==> src/rtl/cpu_pkg.sv <==
// Shared CPU definitions: register-file geometry and the register-dump FSM state encoding.
package cpu_pkg;

  localparam int DATA_W   = 16;
  localparam int ADDR_W   = 4;
  localparam int NUM_REGS = 2 ** ADDR_W;

  typedef enum logic [2:0] {
    IDLE,
    FETCH,
    SEND,
    CSUM,
    DONE
  } dump_state_t;

endpackage : cpu_pkg

==> src/rtl/reg_dump_unit.sv <==
// Walks a wrapping register range through one read port and streams each word over valid/ready.
// Optional trailing checksum word is enabled with `define DUMP_CHECKSUM_EN.
module reg_dump_unit
  import cpu_pkg::*;
(
  input  logic              clk,
  input  logic              reset,
  input  logic              start,
  input  logic [ADDR_W-1:0] first_addr,
  input  logic [ADDR_W-1:0] last_addr,
  output logic [ADDR_W-1:0] rd_addr,
  input  logic [DATA_W-1:0] rd_data,
  output logic              out_valid,
  input  logic              out_ready,
  output logic [DATA_W-1:0] out_data,
  output logic [ADDR_W-1:0] out_addr,
  output logic              out_last,
  output logic              busy,
  output logic              done
);

  dump_state_t       state_q, state_d;
  logic [ADDR_W-1:0] addr_q, addr_d;
  logic [ADDR_W-1:0] last_q, last_d;
  logic [ADDR_W-1:0] out_addr_q, out_addr_d;
  logic [DATA_W-1:0] out_data_q, out_data_d;
  logic              out_last_q, out_last_d;
`ifdef DUMP_CHECKSUM_EN
  logic [DATA_W-1:0] sum_q, sum_d;
`endif

  always_comb begin
    state_d    = state_q;
    addr_d     = addr_q;
    last_d     = last_q;
    out_addr_d = out_addr_q;
    out_data_d = out_data_q;
    out_last_d = out_last_q;
`ifdef DUMP_CHECKSUM_EN
    sum_d      = sum_q;
`endif
    case (state_q)
      IDLE: begin
        if (start) begin
          addr_d  = first_addr;
          last_d  = last_addr;
`ifdef DUMP_CHECKSUM_EN
          sum_d   = '0;
`endif
          state_d = FETCH;
        end
      end
      FETCH: begin
        out_data_d = rd_data;
        out_addr_d = addr_q;
`ifdef DUMP_CHECKSUM_EN
        out_last_d = 1'b0;
`else
        out_last_d = (addr_q == last_q);
`endif
        state_d    = SEND;
      end
      SEND: begin
        if (out_ready) begin
          if (addr_q == last_q) begin
`ifdef DUMP_CHECKSUM_EN
            // Fold the final register into the checksum word sent next.
            sum_d      = sum_q + out_data_q;
            out_data_d = sum_q + out_data_q;
            out_addr_d = '0;
            out_last_d = 1'b1;
            state_d    = CSUM;
`else
            state_d    = DONE;
`endif
          end else begin
`ifdef DUMP_CHECKSUM_EN
            sum_d   = sum_q + out_data_q;
`endif
            addr_d  = addr_q + 1'b1;
            state_d = FETCH;
          end
        end
      end
`ifdef DUMP_CHECKSUM_EN
      CSUM: begin
        if (out_ready) state_d = DONE;
      end
`endif
      DONE:    state_d = IDLE;
      default: state_d = IDLE;
    endcase
  end

  always_ff @(posedge clk) begin
    if (!reset) begin
      state_q    <= IDLE;
      addr_q     <= '0;
      last_q     <= '0;
      out_addr_q <= '0;
      out_data_q <= '0;
      out_last_q <= 1'b0;
`ifdef DUMP_CHECKSUM_EN
      sum_q      <= '0;
`endif
    end else begin
      state_q    <= state_d;
      addr_q     <= addr_d;
      last_q     <= last_d;
      out_addr_q <= out_addr_d;
      out_data_q <= out_data_d;
      out_last_q <= out_last_d;
`ifdef DUMP_CHECKSUM_EN
      sum_q      <= sum_d;
`endif
    end
  end

  // Read address is the registered walk pointer, so rd_data is settled by the FETCH edge.
  assign rd_addr   = addr_q;
  assign out_valid = (state_q == SEND) || (state_q == CSUM);
  assign out_data  = out_data_q;
  assign out_addr  = out_addr_q;
  assign out_last  = out_last_q;
  assign busy      = (state_q != IDLE);
  assign done      = (state_q == DONE);

endmodule : reg_dump_unit

==> config.mk <==
export PLATFORM = sky130hd
export DESIGN_NAME = reg_dump_unit
export DESIGN_NICKNAME = d
export VERILOG_FILES = /design/src/rtl/cpu_pkg.sv /design/src/rtl/reg_dump_unit.sv
export SDC_FILE = /design/constraint.sdc
export NUM_CORES = 1
export LEC_CHECK = 0
export CORE_MARGIN = 1
export CORE_UTILIZATION = 25
export CTS_BUF_LIST = sky130_fd_sc_hd__clkbuf_4
export DETAILED_ROUTE_END_ITERATION = 10
export PLACE_DENSITY = 0.57
export RECOVER_POWER = 100
export SYNTH_ARGS = -nofsm -noshare
export SYNTH_HDL_FRONTEND = slang
export SYNTH_SLANG_ARGS = --single-unit
==> constraint.sdc <==
create_clock -name clk -period 3.6 [get_ports clk]
set_input_delay 1.08 -clock clk [delete_from_list [all_inputs] [get_ports clk]]
set_output_delay 1.08 -clock clk [all_outputs]
set_load 0.02 [all_outputs]
# == Yosys cells after proc, flatten, opt, wreduce, memory -nomap -nowiden ==
# Cells that the tools add are included.
# W data, S select, Z words.
# totals
reg_bits,32
# classes
n_eq_ne,8
reduce_logical,7
n_mux,8
addsub,1
# op_table
op,count
$mux W4,3
$mux W3,3
$pmux W3 S3,1
$pmux W4 S2,1
$eq A3 B2 Y1 const B,2
$ne A2 B2 Y1 const B,3
$add A4 B1 Y4 const B,1
$eq A4 B4 Y1,1
$reduce_and A2 Y1,2
$reduce_and A4 Y1,1
$eq A3 B1 Y1 const B,1
$eq A3 B3 Y1 const B,1
$logic_not A3 Y1,1
$reduce_bool A3 Y1,1
$reduce_bool A2 Y1,1
$logic_or A1 B1 Y1,1

# == Longest topological paths before layout ==
# logic_depth
depth_word,4
ltp_mapped,5
mapped_depth_nobuf,5

# == Worst setup path after synthesis ==
# Ideal clock, no wire load.
# synth_path
path_type,reg-to-output
from,register state_q[1]
to,output done
path_slack_ns,1.552
arrival_time_ns,0.968
path_stages_with_launch,3
cell_sequence,dfxtp_1 -> buf_6 -> nor3b_1
# synth_between
elab_chain_len,1
# synth_lines
element,line_no,text
from (decl),reg_dump_unit.sv:22,"dump_state_t state_q, state_d;"
from (signal assigned),reg_dump_unit.sv:107,state_q <= state_d;
$eq A3 B3 Y1,reg_dump_unit.sv:126,assign done = (state_q == DONE);
to (decl),reg_dump_unit.sv:19,output logic done
# Every way passes these cells.

==> impl_metrics.tcl <==
set metrics [dict create \
    outcome "finished clean" \
    die_x_microns 75.5 \
    worst-setup-path-type "in2reg" \
    setup_viol 0 \
    setup_tns_ns 0 \
    critPathArrivalTime_ns 3.18 \
    synthCells 160 \
    gr-usage-all-layers_pct 12.6 \
    relSlewSlack_pct 31.8 \
    fp.dieH_microns 75.5 \
    rsz0062_at_grt "no" \
    seqCellArea_sq_um 641 \
    grt_antenna_before_repair 0 \
    synth-simple-area-share_pct 25.4 \
    routed_via_density 4.45 \
    fp.coreArea_sq_um 5170 \
    p_per_area_nw_per_um2 387 \
    power.total_mw 0.776 \
    synth_xor_area_share_pct 2.59 \
    grt_pass1_vias 1161 \
    clock_sinks 32 \
    fin_util_pct 38.7 \
    multi_input_area_sq_um 653 \
    cp-end-kind "register" \
    insertion_delay_ns 0.33 \
    min-delay-path-class "reg2reg" \
    synth_warnings 0 \
    drv_slew 0 \
    finalCriticalPeriod_ns 2.95 \
    synth_area_sq_um 1350 \
    wl_per_cell_microns 11.9 \
    cts_buffers 5 \
    drc_errors 0 \
    hpwlAfterDp_microns 2330 \
    leakagePower_nw 0.813 \
    syn-num-nets 189 \
    rows 26 \
    synth_top_family_by_area "simple AND/OR/NAND/NOR gates" \
    grt_start_max_net_pins 24 \
    seq_area_frac_synth_pct 47.4 \
    vias 1267 \
    synth.distinct_cells 28 \
    period_share_pct 81.9 \
    drv_cap 0 \
    skew_ns 0.00938 \
    fillers 545 \
    port_buffers 55 \
    clk_path_buf_depth 2 \
    start_util_pct 26.1 \
    ant_nets 0 \
    hold_depth 2 \
    dieArea_sq_um 5700 \
    whs_ns 0.454 \
    cts_resized 0 \
    grt_pass1_wl_microns 5350 \
    cts_hold_buf 0 \
    synthAdderAreaFrac_pct 0.926 \
    layout_commonest_cell "nand2_1" \
    critPathRequiredTime_ns 3.83 \
    cp_max_fo 23 \
    tritoncts "done" \
    first_iter_violations 20 \
    nNetsFinal 244 \
    syn_to_final_growth_pct 48.2 \
    hold_violations 0 \
    critPathLaunchType "input pin" \
    syn_avg_cell_area_sq_um 8.45 \
    yosys_register_bits 32 \
    worstMarginPinSlew_ns 1.02 \
    drt_wl_total_microns 3390 \
    cts_setup_buffers 0 \
    layout_common_cells "nand2_1 (47), dfxtp_1 (32), dlygate4sd3_1 (30)" \
    place_congestion 0.695 \
    grt-ovfl-total 0 \
    io_pins 56 \
    cts-root-buf "clkbuf_4" \
    cts.clk_slew.worst_paths_ns 0.10 \
    synthMuxAreaShare_pct 5.28 \
    first_pass_iters 4 \
    h-tree-depth 2 \
    layout-drive-gt1-share_pct 6.51 \
    synth_compound_area_share_pct 14.3 \
    ir_worst_vdd_uv 168 \
    r2r_cells 4 \
    max_freq_mhz 339 \
    antenna_cells 0 \
]
[power breakdown]
part           leakage [nW]  internal, mW  switching, mW  total [mW]
Clock                0.0261        0.0681          0.118       0.186
Sequential            0.261         0.377         0.0229       0.400
Combinational         0.526        0.0907         0.0992       0.190
[kinds of logic after synthesis]
kind of cell	Yosys count
AND/OR/NAND/NOR	72
AO/OA/AOI/OAI	31
multiplexers	7
buffers and inverters	13
flip-flops	32
adder cells (fa/ha/maj)	1
XOR/XNOR	4
[final timing paths]
kind | from | endpoint | slack [ns]
max | reset | rd_addr[1]$_SDFFE_PN0P_ | 0.65
min | out_addr[0]$_SDFFE_PN0P_ | out_addr[0]$_SDFFE_PN0P_ | 0.45
max reg2reg | state_q[1]$_SDFFE_PN0P_ | rd_addr[1]$_SDFFE_PN0P_ | 1.81
min reg2reg | out_addr[0]$_SDFFE_PN0P_ | out_addr[0]$_SDFFE_PN0P_ | 0.45
[worst max-delay path: stages]
cell and delay, ns:
dlygate4sd3_1 0.62, inv_1 0.29, clkbuf_1 0.80, a2111oi_0 0.15, a31o_1 0.23
[through the flow]
step,area [sq um],cells,worst slack [ns]
after floorplan,1350,160,1.55
after global placement,1970,278,0.948
after detailed placement,1970,278,0.948
after CTS,2010,285,0.682
after global routing,2000,285,0.538
final,2000,285,0.651
[layout make-up]
| type | count | area share, % |
|---|---|---|
| clock buffer | 5 | 1.87 |
| tap | 70 | 4.37 |
| multi-input combinational | 115 | 32.6 |
| sequential | 32 | 32.0 |
| clock inverter | 2 | 0.375 |
| timing repair buffer | 57 | 28.0 |
| inverter | 4 | 0.750 |
[metal layers]
| metal | part of all wire, % | up-vias | GRT usage [%] |
|---|---|---|---|
| met2 | 42 | 52 | 19.5 |
| met3 | 8.5 | 7 | 4.50 |
| li1 | - | 650 | - |
| met1 | 48 | 558 | 15.9 |
| met5 | 0 | - | 0 |
| met4 | 1.2 | 0 | 4.94 |
[synth_stat cells, drive strengths merged]
library cell,count,area [sq um]
nand4,1,6.26
o211ai,2,15.0
and2,1,7.51
nor2,11,41.3
nor3b,4,41.3
and3,1,6.26
a2111oi,1,15.0
dfxtp,32,641
buf,1,11.3
or4,1,7.51
ha,1,12.5
mux2,1,11.3
clkbuf,8,30.0
a31o,1,8.76
and2b,2,17.5
inv,4,15.0
a221oi,2,17.5
nand2,47,176
nand3b,1,7.51
nor3,1,5.00
o32ai,2,17.5
mux2i,6,60.1
nand3,1,5.00
nor4,1,21.3
a21o,1,8.76
a21oi,22,110
xor2,4,35.0
[sequential cells by signal (all words and copies together) (netlist names)]
name	cells
out_data	16
out_last	1
out_addr	4
rd_addr	4
state_q	3
last_q	4
(Power assumes the default switching activity.)
